[config.mk]
export PLATFORM = sky130hd
export DESIGN_NAME = wb_stage
export DESIGN_NICKNAME = d
export VERILOG_FILES = /design/src/rtl/mips_pkg.sv /design/src/rtl/load_aligner.sv /design/src/rtl/wb_stage.sv
export SDC_FILE = /design/constraint.sdc
export NUM_CORES = 1
export LEC_CHECK = 0
export CAP_MARGIN = 20
export CORE_ASPECT_RATIO = 1.4
export CORE_UTILIZATION = 48
export DETAILED_ROUTE_END_ITERATION = 8
export GPL_ROUTABILITY_DRIVEN = 1
export PLACE_DENSITY = 0.88
export SKIP_CTS_REPAIR_TIMING = 1
export SLEW_MARGIN = 25
export SYNTH_ARGS = -nofsm -noshare
export SYNTH_HDL_FRONTEND = slang
export SYNTH_SLANG_ARGS = --single-unit
[constraint.sdc]
create_clock -name i_clk -period 5.6 [get_ports i_clk]
set_input_delay 0.84 -clock i_clk [delete_from_list [all_inputs] [get_ports i_clk]]
set_output_delay 0.84 -clock i_clk [all_outputs]
set_load 0.01 [all_outputs]
[src/rtl/mips_pkg.sv]
`default_nettype none
// ============================================================================
//  Module      : mips_pkg
//  Description : Shared constants and helpers for the MIPS pipeline.
//                Load-type codes (low 3 opcode bits), special register
//                indices, and a classifier that maps a load type to its
//                access size.
//  Revision    : 1.0 - initial release
// ============================================================================
package mips_pkg;

   // Load size/sign codes, taken from the low three opcode bits
   localparam logic [2:0] LD_LB  = 3'b000;
   localparam logic [2:0] LD_LH  = 3'b001;
   localparam logic [2:0] LD_LW  = 3'b011;
   localparam logic [2:0] LD_LBU = 3'b100;
   localparam logic [2:0] LD_LHU = 3'b101;

   // Architectural register indices
   localparam logic [4:0] REG_RA   = 5'd31;
   localparam logic [4:0] REG_ZERO = 5'd0;

   typedef enum logic [1:0] {
      SZ_BYTE = 2'd0,
      SZ_HALF = 2'd1,
      SZ_WORD = 2'd2
   } ld_size_e;

   // Unused codes (010/110/111) behave as full-word loads.
   function automatic ld_size_e ld_size(input logic [2:0] load_type);
      ld_size_e sz;
      case (load_type)
         LD_LB, LD_LBU: sz = SZ_BYTE;
         LD_LH, LD_LHU: sz = SZ_HALF;
         default:       sz = SZ_WORD;
      endcase
      return sz;
   endfunction

endpackage
`default_nettype wire

[src/rtl/load_aligner.sv]
`default_nettype none
// ============================================================================
//  Module      : load_aligner
//  Description : Combinational little-endian load alignment. Selects the
//                addressed byte/halfword from the raw memory word, sign- or
//                zero-extends it, and flags accesses that break natural
//                alignment for their size.
//  Ports       : rdata_i      raw word from data memory
//                load_type_i  load size/sign code
//                offset_i     low two address bits
//                data_o       aligned, extended load value
//                misaligned_o access offset not a multiple of its size
//  Revision    : 1.0 - initial release
// ============================================================================
module load_aligner
   import mips_pkg::*;
#(
   parameter int NB_DATA = 32
) (
   input  logic [NB_DATA-1:0] rdata_i,
   input  logic [2:0]         load_type_i,
   input  logic [1:0]         offset_i,
   output logic [NB_DATA-1:0] data_o,
   output logic               misaligned_o
);

   logic [7:0]  byte_w;
   logic [15:0] half_w;

   assign byte_w = rdata_i[{offset_i, 3'b000} +: 8];
   // Halfword picks lane 0 or 2 from offset[1]; offset[0] only matters for
   // the alignment flag, so a misaligned LH still shows a defined value.
   assign half_w = rdata_i[{offset_i[1], 4'b0000} +: 16];

   always_comb begin
      data_o       = rdata_i;
      misaligned_o = 1'b0;
      case (ld_size(load_type_i))
         SZ_BYTE: begin
            // Bit 2 of the load type is the unsigned flag (LBU/LHU)
            data_o = load_type_i[2] ? {{(NB_DATA-8){1'b0}}, byte_w}
                                    : {{(NB_DATA-8){byte_w[7]}}, byte_w};
         end
         SZ_HALF: begin
            data_o = load_type_i[2] ? {{(NB_DATA-16){1'b0}}, half_w}
                                    : {{(NB_DATA-16){half_w[15]}}, half_w};
            misaligned_o = offset_i[0];
         end
         default: begin
            data_o       = rdata_i;
            misaligned_o = |offset_i;
         end
      endcase
   end

endmodule
`default_nettype wire

[src/rtl/wb_stage.sv]
`default_nettype none
// ============================================================================
//  Module      : wb_stage
//  Description : MEM/WB pipeline register and writeback select. Latches the
//                MEM-stage results, chooses link address / aligned load / ALU
//                result, and drives the register file write port. Also keeps
//                a wrapping count of retired (valid) instructions.
//  Ports       : i_clk, i_reset (async, active high), i_enable (advance)
//                i_valid, i_reg_write, i_mem_to_reg, i_link   control
//                i_load_type, i_byte_offset                     load shape
//                i_alu_result, i_mem_rdata, i_return_addr       data sources
//                i_rd_addr                                      destination
//                o_wb_addr, o_wb_data, o_wb_write               RF write port
//                o_misaligned                                   load fault
//                o_retired_count                                debug counter
//  Revision    : 1.0 - initial release
// ============================================================================
module wb_stage
   import mips_pkg::*;
#(
   parameter int NB_DATA = 32,
   parameter int NB_ADDR = 5,
   parameter int NB_CNT  = 32
) (
   input  logic               i_clk,
   input  logic               i_reset,
   input  logic               i_enable,
   input  logic               i_valid,
   input  logic               i_reg_write,
   input  logic               i_mem_to_reg,
   input  logic               i_link,
   input  logic [2:0]         i_load_type,
   input  logic [1:0]         i_byte_offset,
   input  logic [NB_DATA-1:0] i_alu_result,
   input  logic [NB_DATA-1:0] i_mem_rdata,
   input  logic [NB_DATA-1:0] i_return_addr,
   input  logic [NB_ADDR-1:0] i_rd_addr,
   output logic [NB_ADDR-1:0] o_wb_addr,
   output logic [NB_DATA-1:0] o_wb_data,
   output logic               o_wb_write,
   output logic               o_misaligned,
   output logic [NB_CNT-1:0]  o_retired_count
);

   logic               valid_q;
   logic               reg_write_q;
   logic               mem_to_reg_q;
   logic               link_q;
   logic [2:0]         load_type_q;
   logic [1:0]         byte_offset_q;
   logic [NB_DATA-1:0] alu_result_q;
   logic [NB_DATA-1:0] mem_rdata_q;
   logic [NB_DATA-1:0] return_addr_q;
   logic [NB_ADDR-1:0] rd_addr_q;
   logic [NB_CNT-1:0]  count_q;
   logic [NB_CNT-1:0]  count_d;

   logic [NB_DATA-1:0] load_data;
   logic               load_misaligned;

   // ------------------------------------------------------------------------
   // Pipeline register: loads on enable, otherwise holds so the register
   // file simply repeats the same write while the debug unit freezes us.
   // ------------------------------------------------------------------------
   always_ff @(posedge i_clk or posedge i_reset) begin
      if (i_reset) begin
         valid_q       <= 1'b0;
         reg_write_q   <= 1'b0;
         mem_to_reg_q  <= 1'b0;
         link_q        <= 1'b0;
         load_type_q   <= '0;
         byte_offset_q <= '0;
         alu_result_q  <= '0;
         mem_rdata_q   <= '0;
         return_addr_q <= '0;
         rd_addr_q     <= '0;
      end else if (i_enable) begin
         valid_q       <= i_valid;
         reg_write_q   <= i_reg_write;
         mem_to_reg_q  <= i_mem_to_reg;
         link_q        <= i_link;
         load_type_q   <= i_load_type;
         byte_offset_q <= i_byte_offset;
         alu_result_q  <= i_alu_result;
         mem_rdata_q   <= i_mem_rdata;
         return_addr_q <= i_return_addr;
         rd_addr_q     <= i_rd_addr;
      end
   end

   // ------------------------------------------------------------------------
   // Retired counter: an instruction is counted as it enters writeback, so
   // the count already includes the instruction currently on the outputs.
   // Misaligned loads still count; bubbles do not. Wraps naturally.
   // ------------------------------------------------------------------------
   always_comb begin
      count_d = count_q;
      if (i_enable && i_valid) begin
         count_d = count_q + {{(NB_CNT-1){1'b0}}, 1'b1};
      end
   end

   always_ff @(posedge i_clk or posedge i_reset) begin
      if (i_reset) begin
         count_q <= '0;
      end else begin
         count_q <= count_d;
      end
   end

   load_aligner #(
      .NB_DATA (NB_DATA)
   ) u_load_aligner (
      .rdata_i      (mem_rdata_q),
      .load_type_i  (load_type_q),
      .offset_i     (byte_offset_q),
      .data_o       (load_data),
      .misaligned_o (load_misaligned)
   );

   // ------------------------------------------------------------------------
   // Writeback outputs, combinational from the latched fields
   // ------------------------------------------------------------------------
   always_comb begin
      o_misaligned = valid_q && mem_to_reg_q && load_misaligned;

      // Priority: link > memory > ALU
      if (link_q) begin
         o_wb_data = return_addr_q;
      end else if (mem_to_reg_q) begin
         o_wb_data = load_data;
      end else begin
         o_wb_data = alu_result_q;
      end

      o_wb_addr  = rd_addr_q;
      o_wb_write = valid_q && reg_write_q && !o_misaligned
                   && (rd_addr_q != NB_ADDR'(REG_ZERO));
   end

   assign o_retired_count = count_q;

endmodule
`default_nettype wire

==> results.yml, run 1 <==
synth:
  synth_top_cell_by_area: "dfrtp_1"
  synth-seq-area-share_pct: 53.44
  synth.distinct_cells: 41
  async_flop_share_pct: 100.0
  synth_edf_count: 0
  synthCells: 571
  syn_area_per_cell_um2: 11.64
  ys_warn_count: 0
  ys_ff_latch: 142
  synth_top_cell_area_share_pct: 53.44
  syn_nets: 685
  netlist_area_um2: 6649
  synthTopCellsByArea: "dfrtp_1 53%, mux2_2 17%, a221oi_1 3.2%"
  ys.flop_type: "dfrtp_1"
floorplan:
  pin_count: 184
  start_util_pct: 49.43
  die-area_um2: 14330
  rows: 50
  die_x_um: 101.5
  core_area_um2: 13450
  die_y_um: 141.3
sta:
  fmax_ghz: 0.2116
  finClkSkew_ps: 7.609
  worstMarginPinSlew_ps: 955.9
  timing.final.crit_share_pct: 84.38
  hold_viol: 0
  drv_slew: 0
  fin_crit_ps: 4725
  slew_headroom_pct: 36.27
  rsz0062_at_grt: "no"
  setup_viol: 0
  fin_tns_setup_ps: 0
  setup_slack_ps: 874.7
finish:
  diodes: 0
  filler_cell_count: 961
  synthToLayoutAreaGrowth_pct: 38.75
  drive_gt1_share_pct: 18.77
  finalNetCount: 852
global_routing:
  antenna_found_initial: 0
  grt_max_degree: 94
  grt_usage_pct: 27.01
  grt_pass1_vias: 5768
  grt_first_pass_wirelength_um: 29410
  grt_overflow: 0
worst_setup_path:
  endpoint_kind: "primary output"
  critical_path_arrival_ps: 3890
  cp-start-kind: "flop"
  rrSetupSlack_ps: 3170
  critical_path.max_fanout: 27
  critPathRequiredTime_ps: 4760
  path_class: "reg2out"
route:
  met3WireLength_um: 1157
  drt-initial-drc-count: 294
  drc_errors: 0
  drt_first_pass_iters: 5
  drt-total-wl_um: 18170
  vias_per_cell: 5.746
  vias: 5361
  wl_per_cell_um: 19.47
  m1WireLength_um: 6783
  wl_met2_um: 9548
  routed.top_layer: "met4"
  ant_nets: 0
job:
  maxCapViolCount: 0
pwr:
  p_leak_nw: 3.805
  powerDensity_nw_per_um2: 327.2
  vdd_drop_max_uv: 198.2
clock_tree:
  cts.path.max_buffers: 2
  clk_pin_slew_ps: 60
  cts_root_buf: "clkbuf_16"
  clkLatencyLatePin_ps: 410
  cts_buffers: 17
  htreeDepth: 4
  tritoncts: "yes"
  clkSinkCount: 142
placed_design:
  dp_hpwl_um: 13150
  port_buffers: 183
  pre_cts_ws_ps: 1388
  gp_congestion: 0.8496
run_status:
  status: "finished clean"
worst_hold_path:
  hp-class: "reg2reg"
[logic make-up (layout without fill, tap and decap cells)]
family	count (synthesis)	after routing	synth area share [%]
AOI/OAI and AO/OA	89	89	10.05
muxes	111	111	18.84
and+or+nand+nor	144	144	10.24
adders and majority gates	1	1	0.1882
DFF	142	142	53.44
buffers and inverters	53	233	3.161
xor gates and xnor gates	31	31	4.084
[synth_stat cells (2+ instances only)]
library cell / instances
a211oi_1: 8
nor2_1: 42
nand4_1: 13
o22ai_1: 8
xnor2_1: 19
nor3_1: 9
o31ai_1: 23
nand2_1: 49
buf_2: 9
and3_1: 4
clkbuf_1: 26
clkinv_1: 2
and4_1: 5
o32ai_1: 7
or3_1: 2
o211ai_1: 2
xor2_1: 12
mux2_2: 100
a221oi_1: 24
inv_1: 13
mux2i_1: 9
buf_1: 3
nor4_1: 2
o21ai_0: 13
dfrtp_1: 142
nand3_1: 10
[registers in the layout, indices dropped and copies added, names as in the netlist, 2 cells and up]
register / flops
alu_result_q: 32
mem_rdata_q: 32
o_retired_count: 32
return_addr_q: 32
o_wb_addr: 5
load_type_q: 3
byte_offset_q: 2
[cells in the final DEF, fill, tap and decap left out, types with 2 or more instances in the layout]
cell	instances
nor2_1	41
buf_4	4
clkinv_2	2
a211oi_1	8
dfrtp_1	142
clkbuf_16	17
inv_1	12
and3_1	4
o32ai_1	7
clkbuf_1	2
clkinvlp_4	2
nor4_1	2
bufinv_16	5
nand2_1	49
clkinv_1	2
xor2_1	12
inv_6	4
o21ai_0	13
o31ai_1	23
nor3_1	9
xnor2_1	19
o211ai_1	2
mux2i_1	9
o22ai_1	8
and4_1	5
mux2_2	100
clkdlybuf4s50_1	182
or3_1	2
a221oi_1	24
nand4_1	13
nand3_1	10
[metal layers]
layer | global-route usage, % | vias to the layer above
li1 | - | 2418
met1 | 30.86 | 2634
met2 | 47.33 | 254
met3 | 6.453 | 55
met4 | 12.28 | 0
met5 | 0 | -
[report_power, final]
part	switching (mW)	internal, mW
clock network	0.435	0.794
logic	0.242	0.318
registers	0.103	1.12
[critical path: stages (launching register included)]
cell and delay [ps]:
dfrtp_1 970, clkinv_1 930, a311o_1 720, a221oi_1 290, nor2_1 90, clkdlybuf4s50_1 490
[per-stage QoR]
stage          instance area [µm²]  utilization [%]  power, mW  hold slack, ps  instances
2_1_floorplan                 6649                -      1.504           480.6        571
3_3_place_gp                  8579            63.79      1.779           458.4        901
3_5_place_dp                  8579            63.79      1.802           459.8        901
4_1_cts                       9223            68.57      3.038           469.0        933
5_1_grt                       9225            68.59      3.143           473.1        933
6_report                      9225            68.59      3.018           469.6        933
[worst paths after layout]
| kind | from | end | cells past startpoint |
|---|---|---|---|
| worst max-delay path | mem_to_reg_q | o_wb_data[13] | 5 |
| worst min-delay path | o_retired_count[31] | o_retired_count[31] | 1 |
| worst max register to register | mem_to_reg_q | mem_to_reg_q | 2 |
| worst min register to register | o_retired_count[31] | o_retired_count[31] | 1 |
| max in group asynchronous | i_reset | return_addr_q[20] | 3 |
| min in group asynchronous | i_reset | return_addr_q[25] | 2 |
[cell type report]
cell class	count	area, µm²	share of cell area [%]
clock inverters	13	210.2	2.279
well taps	182	227.7	2.468
repair buffers	186	1852	20.07
multi-input cells	376	2888	31.30
flip-flops and latches	142	3553	38.52
clock buffers	19	432.9	4.693
inverters	15	61.31	0.6646
Note: power is estimated with default switching activity, not from simulation.
==> inputs of run 2 (changes only) <==
==> constraint.sdc (replaced) <==
create_clock -name i_clk -period 4.67 [get_ports i_clk]
set_input_delay 0.7005 -clock i_clk [delete_from_list [all_inputs] [get_ports i_clk]]
set_output_delay 0.7005 -clock i_clk [all_outputs]
set_load 0.01 [all_outputs]
==> run 2 against run 1 <==
  * Sequential cell count unchanged
  * Global-route usage is 0.097 points lower
  * First-iteration DRC count increased by 19%
  * Sequential power up 20%
  * Highest routed layer unchanged
  * Largest cell class unchanged
  * Final area down 0.91%
  * Largest power group unchanged
  * Utilization shrank 0.62 points
  * Clock-buffer cell count is the same
  * Critical path depth unchanged
  * Sequential share of layout area is 0.35 points higher
  * Routed wire length is 0.59% higher
==> results.yml, run 2 (synthesis gave the netlist of run 1 again) <==
placed_design:
  port_buffers: 183
  dp_cells: 904
  dp_hpwl_um: 13470
  gp_congestion: 0.9246
  pre_cts_ws_ps: 1166
global_routing:
  antenna_found_initial: 0
  grt_pass1_vias: 5641
  grt_usage_pct: 26.91
  grt_overflow: 0
  grt_first_pass_wirelength_um: 29190
  grt_max_degree: 96
route:
  vias_per_cell: 5.760
  wl_per_cell_um: 19.53
  drt_first_pass_iters: 5
  drt-initial-drc-count: 349
  vias: 5391
  drt-total-wl_um: 18280
  ant_nets: 0
  drc_errors: 0
clock_tree:
  clkLatencyLatePin_ps: 410
  tritoncts: "yes"
  clk_pin_slew_ps: 60
  htreeDepth: 4
  cts_root_buf: "clkbuf_16"
  clkSinkCount: 142
  cts_buffers: 17
  cts.path.max_buffers: 2
pwr:
  clockPowerShare_pct: 36.2
  p_int_mw: 2.425
  p_seq_share_pct: 43.6
  p_leak_nw: 3.764
  p_switching_mw: 0.9411
  switching_share_pct: 27.96
  powerDensity_nw_per_um2: 368.2
  power.total_mw: 3.366
  vdd_drop_max_uv: 195.7
  combinationalPowerShare_pct: 20.2
worst_setup_path:
  cpMaxStageDelayCell: "dfrtp_1"
  path_class: "reg2out"
  crit_chain: "mux2i_1, mux2i_2, a221oi_1, o31ai_1, clkdlybuf4s50_1"
  endpoint_kind: "primary output"
  slowest_delay_ps: 720
  cp-start-kind: "flop"
  critPathRequiredTime_ps: 3970
  critical_path.max_fanout: 16
  critical_path_arrival_ps: 3270
  critPathTopFamily: "multiplexers"
  path_buf_inv: 1
sta:
  worstMarginPinSlew_ps: 781.2
  fin_crit_ps: 3971
  fmax_ghz: 0.2518
  rsz0062_at_grt: "no"
  fin_tns_setup_ps: 0
  drv_slew: 0
  timing.final.crit_share_pct: 85.04
  setup_viol: 0
  slew_headroom_pct: 46.89
  setup_slack_ps: 698.8
  hold-worst-slack_ps: 475.0
  hold_viol: 0
  finClkSkew_ps: 8.129
worst_hold_path:
  hp-class: "reg2reg"
floorplan:
  start_util_pct: 49.43
  core_area_um2: 13450
  die_y_um: 141.3
  die-area_um2: 14330
  rows: 50
  pin_count: 184
  die_x_um: 101.5
job:
  maxCapViolCount: 0
run_status:
  status: "finished clean"
finish:
  filler_cell_count: 966
  layout_common_cells: "182 x clkdlybuf4s50_1, 142 x dfrtp_1, 100 x mux2_2"
  finalNetCount: 855
  final_common_cell: "clkdlybuf4s50_1"
  diodes: 0
  synthToLayoutAreaGrowth_pct: 37.49
  final_cells: 936
  drive_gt1_share_pct: 19.10
==> run 2: cell count changes in the layout (fill, tap and decap cells not counted) <==
cell / before / now
clkbuf_1: 2 / 1
inv_6: 4 / 3
buf_6: 0 / 1
clkinvlp_4: 2 / 5
clkinv_2: 2 / 4
nor2_2: 1 / 0
buf_4: 4 / 6
bufinv_16: 5 / 0
nor2_1: 41 / 42
clkinv_4: 1 / 2
clkbuf_8: 0 / 1
==> run 2: metrics by stage <==
stage	area, µm²	util (%)
after floorplan	6649	-
after global placement	8602	63.95
after detailed placement	8602	63.95
after CTS	9138	67.93
after global routing	9141	67.96
final	9141	67.96
==> run 2: area by class of cell <==
| class | count | area (µm²) | area share [%] |
|---|---|---|---|
| sequential | 142 | 3553 | 38.87 |
| multi-input combinational | 376 | 2885 | 31.56 |
| timing repair buffer | 189 | 1878 | 20.54 |
| clock buffer | 19 | 442.9 | 4.845 |
| tap | 182 | 227.7 | 2.491 |
| clock inverter | 13 | 92.59 | 1.013 |
| inverter | 15 | 61.31 | 0.6707 |
==> run 2: power by group through the flow <==
stage | sequential, mW | clock (mW) | combinational, mW
after floorplan | 1.45 | 0 | 0.351
after global placement | 1.48 | 0 | 0.657
after detailed placement | 1.49 | 0 | 0.677
after CTS | 1.47 | 1.24 | 0.683
after global routing | 1.48 | 1.29 | 0.732
final | 1.47 | 1.22 | 0.679
==> run 2: path summary, 6_finish.rpt <==
| kind | from | endpoint | slack, ps | cells past startpoint |
|---|---|---|---|---|
| setup reg to reg | o_retired_count[7] | o_retired_count[31] | 2880 | 4 |
| max in group asynchronous | i_reset | mem_rdata_q[7] | 2920 | 3 |
| hold reg to reg | o_retired_count[31] | o_retired_count[31] | 470 | 1 |
| hold / removal | o_retired_count[31] | o_retired_count[31] | 470 | 1 |
| min in group asynchronous | i_reset | return_addr_q[25] | 810 | 2 |
| setup / recovery | byte_offset_q[1] | o_wb_data[21] | 700 | 5 |
==> run 2: layer usage <==
layer | GRT usage [%] | vias up | part of all wire (%)
li1 | - | 2416 | -
met5 | 0 | - | 0
met3 | 5.369 | 54 | 6.2
met2 | 46.58 | 271 | 53
met1 | 31.81 | 2650 | 37
met4 | 12.59 | 0 | 3.8
==> edit 1, RTL diff (settings of run 1) <==
`NB_ADDR`: 5 -> 10.
--- a/src/rtl/wb_stage.sv
+++ b/src/rtl/wb_stage.sv
@@ -21,3 +21,3 @@
    parameter int NB_DATA = 32,
-   parameter int NB_ADDR = 5,
+   parameter int NB_ADDR = 10,
    parameter int NB_CNT  = 32
Interface: changed (resized i_rd_addr and o_wb_addr); port bits go from 184 to 194. The function was not compared with the original's and may differ.
==> edit 1 against run 1 <==
- non-clock buffer count rose by 12
- power increased by 3.3%
- register-to-register slack improved by 0.31 ns
- final area rose by 6.5%
- fmax is 18% higher
- final cell count rose by 5.0%
- area after synthesis increased by 7.6%
- sequential cell count increased by 5
- synthesized cell count is 5.6% higher
- worst setup slack better by 0.71 ns
- routed wire length is 6.1% higher
- worst hold slack better by 0.037 ns
- largest power group unchanged
- highest routed layer unchanged
==> edit 1: results (changes against run 1) <==
Static leakage: 4.016 nW (+5.6%)
Status: completed
Grt ovf: 0 (unchanged)
Reg2Reg Depth: 5 (+3)
Worst skew pair latency: 0.42 ns
Internal power: 2.249 mW (+0.52%)
Final net count: 897 (+5.3%)
CTS root buffer: clkbuf_16
Hold path cells: 1 (unchanged)
CTS clk-pin slew, worst paths: 0.07 ns
Post-synth top cells: dfrtp_1, mux2_2, nand2_1, clkbuf_1, o211ai_1
Asr flop ratio synth: 1.000 (unchanged)
Inserted Clock Buffers: 17 (unchanged)
Met2 Usage GRT: 0.4628 (-0.01050)
Vias in the first global route: 5880 (+1.9%)
Maxcap violations: 0 (unchanged)
Total Routing Usage GR: 0.2581 (-0.01197)
HPWL after DPL: 13720 um (+4.3%)
Met1 Resource Use GR: 0.2979 (-0.01071)
VDD IR-drop max: 0.0002081 V (+5.0%)
Unique masters post-synth: 48 (+17%)
CTS Buffer Depth: 2 (unchanged)
First-pass GRT wire length: 30930 um (+5.2%)
TritonRoute pass-1 iters: 4 (-1)
Vias: 5603 (+4.5%)
Met3 Use GR: 0.07009 (+0.005557)
Wirelength per Cell: 19.68 um (+1.0%)
H-tree levels: 4 (unchanged)
Worst Path Max Fanout: 16 (-41%)
Detailed Route Iter0 Violations: 339 (+15%)
Top post-synthesis cells by area: dfrtp_1, mux2_2, o211ai_1
Clk_skew: 0.01066 ns (+0.003047 ns)
Port Buffers: 193 (+5.5%)
Synth Net Count: 722 (+5.4%)
Seq/Total Area, Yosys: 0.5142 (-0.02027)
CP arrival: 3.17 ns (-0.72 ns)
Hold Path Class: flop to flop
Least-Margin Pin Slew: 0.9524 ns (-0.003536 ns)
Largest net degree at the start of global routing: 109 (+16%)
Routability cong.: 0.8745 (+2.9%)
Ant diodes: 0 (unchanged)
Fraction of layout cells with a size suffix above 1: 0.2326 (+0.04487)
[edit 1: cells by family after synthesis]
kind of cell	Yosys count	share of synthesized area
adder cells (fa/ha/maj)	1	0.001749
multiplexers	125	0.1967
AO/OA/AOI/OAI	129	0.1301
AND/OR/NAND/NOR	121	0.09129
flip-flops	147	0.5142
buffers and inverters	49	0.02798
XOR/XNOR	31	0.03795
[edit 1: layout make-up]
class / instances / area, um2
fill: 1030 / 4681
sequential: 147 / 3680
multi-input combinational: 407 / 3276
timing repair buffer: 198 / 1979
clock buffer: 18 / 429.2
tap: 189 / 236.5
clock inverter: 14 / 193.9
inverter: 7 / 33.78
[edit 1: critical path, stage by stage (launching register included)]
cell	delay, ns
dfrtp_1	0.66
mux2_2	0.43
mux2i_2	0.75
o211ai_1	0.22
a22o_1	0.22
clkdlybuf4s50_1	0.47
[edit 1: worst paths after layout]
kind | start | to | slack, ns
max | byte_offset_q[1]$_DFFE_PP0P_ | o_wb_data[30] | 1.59
min | o_retired_count[27]$_DFFE_PP0P_ | o_retired_count[27]$_DFFE_PP0P_ | 0.51
max reg2reg | o_retired_count[0]$_DFFE_PP0P_ | o_retired_count[30]$_DFFE_PP0P_ | 3.48
min reg2reg | o_retired_count[27]$_DFFE_PP0P_ | o_retired_count[27]$_DFFE_PP0P_ | 0.51
max in group asynchronous | i_reset | o_wb_addr[7]$_DFFE_PP0P_ | 3.60
min in group asynchronous | i_reset | return_addr_q[9]$_DFFE_PP0P_ | 0.98
[edit 1: power by group through the flow]
stage | registers, mW | logic [mW] | clock network, mW
after floorplan | 1.26 | 0.346 | 0
after global placement | 1.29 | 0.617 | 0
after detailed placement | 1.30 | 0.632 | 0
after CTS | 1.28 | 0.639 | 1.22
after global routing | 1.29 | 0.696 | 1.26
final | 1.27 | 0.645 | 1.20
[edit 1: stage by stage]
stage | cell area, um2 | cells | worst slack [ns] | util | power, mW
global route | 9828 | 980 | 1.407 | 0.6774 | 3.242
finish | 9828 | 980 | 1.590 | 0.6774 | 3.119
global placement | 9183 | 947 | 2.196 | 0.6329 | 1.906
CTS | 9806 | 979 | 1.583 | 0.6758 | 3.136
floorplan | 7154 | 603 | 0.8087 | - | 1.609
detailed placement | 9183 | 947 | 2.033 | 0.6329 | 1.929
[edit 1: per-layer routing]
metal / vias to the layer above / share of wire
met5: - / 0
met4: 0 / 0.017
met3: 25 / 0.067
met2: 189 / 0.53
met1: 2799 / 0.39
li1: 2590 / -
==> edit 2, RTL diff (settings of run 1) <==
Without the edit above. Put a register stage on the output `o_wb_data`, cleared by the reset. The value now appears one clock later. The other outputs are not delayed to match.
--- a/src/rtl/wb_stage.sv
+++ b/src/rtl/wb_stage.sv
@@ -43,2 +43,4 @@
 );
+
+   logic [NB_DATA-1:0] o_wb_data_d;
 
@@ -128,7 +130,7 @@
       if (link_q) begin
-         o_wb_data = return_addr_q;
+         o_wb_data_d = return_addr_q;
       end else if (mem_to_reg_q) begin
-         o_wb_data = load_data;
+         o_wb_data_d = load_data;
       end else begin
-         o_wb_data = alu_result_q;
+         o_wb_data_d = alu_result_q;
       end
@@ -142,2 +144,10 @@
 
+   always_ff @(posedge i_clk or posedge i_reset) begin
+      if (i_reset) begin
+         o_wb_data <= '0;
+      end else begin
+         o_wb_data <= o_wb_data_d;
+      end
+   end
+
 endmodule
Formal check against the unedited RTL: not equivalent (a bounded check fails within 4 cycles, from zero or initial values and one cycle with i_reset high).
==> edit 2 against run 1 <==
- final area increased by 7.7%
- power increased by 7.1%
- via count increased by 0.17%
- area after synthesis increased by 11%
- utilization decreased by 2.6 points
- register-to-register slack got worse by 0.05 ns
- sequential share of layout area increased by 5.3 points
- final cell count increased by 3.1%
- first-iteration DRC count increased by 4.1%
- worst setup slack improved by 1.5 ns
- combinational power increased by 3.9%
- routed wire length decreased by 1.7%
- sequential cell count increased by 32
- highest routed layer unchanged
==> edit 2: results (changes against run 1) <==
Post-synth top cells: dfrtp_1, mux2_2, nor2_1, nand2_1, a21oi_1
Top post-synthesis cells by area: dfrtp_1, mux2_2, xnor2_1
Initial antenna violation count: 0 (unchanged)
Status: completed
Met3 Use GR: 0.05417 (-0.01036)
HPWL after DPL: 13040 um (-0.88%)
Hold_ws: 0.4821 ns (+0.01252 ns)
CP arrival: 2.43 ns (-1.46 ns)
Unique masters post-synth: 40 (-2.4%)
Avg Cell Area, Syn: 12.67 um2 (+8.8%)
WL met3: 952 um (-18%)
First-pass GRT wire length: 28450 um (-3.3%)
Worst Path Max Fanout: 29 (+7.4%)
Max stage delay on crit path: 0.92 ns (-0.05 ns)
Vias per inst: 5.582 (-2.9%)
Crit path to: o_misaligned
Final net count: 871 (+2.2%)
Compound-gate portion of the synthesized area: 0.08858 (-0.01191)
Reg2Reg Depth: 5 (+3)
Adder-Cell Fraction of Synth Area: 0.001694 (-0.0001881)
RR Startpoint: byte_offset_q[1]$_DFFE_PP0P_
Clk_skew: 0.01320 ns (+0.005588 ns)
VDD IR-drop max: 0.0002065 V (+4.2%)
Static leakage: 4.175 nW (+9.7%)
Source of the critical timing path: load_type_q[1]$_DFFE_PP0P_
Cells after DPL: 930 (+3.2%)
Reg-to-reg setup timing slack: 3.12 ns (-0.05 ns)
Vias: 5370 (+0.17%)
Met1 Resource Use GR: 0.2846 (-0.02403)
Vias in the first global route: 5474 (-5.1%)
Fraction of layout cells with a size suffix above 1: 0.2117 (+0.02394)
Pre-CTS WS: 2.779 ns (+1.391 ns)
Met2 wire length: 9533 um (-0.16%)
Combinational power share: 0.180 (-0.006)
XOR/XNOR share of the synthesized area: 0.03675 (-0.004081)
TritonRoute pass-1 iters: 4 (-1)
Total Routing Usage GR: 0.2355 (-0.03455)
Met2 Usage GRT: 0.4039 (-0.06946)
Seq/Total Area, Yosys: 0.5894 (+0.05499)
Detailed Route Iter0 Violations: 306 (+4.1%)
PD cells: 325.2 mW/mm2 (-0.61%)
CP delay by family, top: flip-flops
Fin worst setup slack: 2.334 ns (+1.460 ns)
Synth Net Count: 697 (+1.8%)
Relative slew margins: 0.3645 (+0.001733)
Capture point of the worst reg-to-reg path: o_wb_data[18]$_DFF_PP0_
Largest net degree at the start of global routing: 87 (-7.4%)
Routability cong.: 0.8602 (+1.2%)
Mux cell area share after synthesis: 0.1785 (-0.009847)
Internal power: 2.326 mW (+4.0%)
Met1 wire length: 6746 um (-0.55%)
[edit 2: cell count changes after synthesis, moves of 8 or more]
cell,before,now
a21oi_1,0,32
dfrtp_1,142,174
a221oi_1,24,7
o31ai_1,23,6
nor2_1,42,54
nand2_1,49,38
mux2_2,100,110
o31ai_2,0,10
inv_1,13,4
o21ai_0,13,4
xnor2_1,19,27
xor2_1,12,4
[edit 2: final cells by class]
| class | instances | area [um2] |
|---|---|---|
| fillers | 1071 | 5116 |
| flip-flops and latches | 174 | 4355 |
| multi-input cells | 372 | 2884 |
| repair buffers | 188 | 1867 |
| clock buffers | 17 | 425.4 |
| well taps | 192 | 240.2 |
| clock inverters | 15 | 145.1 |
| inverters | 4 | 20.02 |
[edit 2: worst register-to-register path: cells and delay by family (launching register included)]
family,cells,cell delay [ns]
AOI/OAI and AO/OA,3,1.26
DFF,1,0.74
muxes,1,0.31
and+or+nand+nor,1,0.07
[edit 2: how the worst min path moves through the flow]
stage,from,endpoint,cells after the start
floorplan,return_addr_q[16]$_DFFE_PP0P_,o_wb_data[16]$_DFF_PP0_,2
global placement,o_retired_count[31]$_DFFE_PP0P_,o_retired_count[31]$_DFFE_PP0P_,1
detailed placement,return_addr_q[19]$_DFFE_PP0P_,o_wb_data[19]$_DFF_PP0_,2
CTS,return_addr_q[16]$_DFFE_PP0P_,o_wb_data[16]$_DFF_PP0_,2
global route,return_addr_q[16]$_DFFE_PP0P_,o_wb_data[16]$_DFF_PP0_,2
finish,return_addr_q[16]$_DFFE_PP0P_,o_wb_data[16]$_DFF_PP0_,2
[edit 2: logic make-up after synthesis]
logic type                 count (synthesis)
muxes                                    118
xor gates and xnor gates                  31
DFF                                      174
AOI/OAI and AO/OA                         89
adders and majority gates                  1
and+or+nand+nor                          133
buffers and inverters                     37
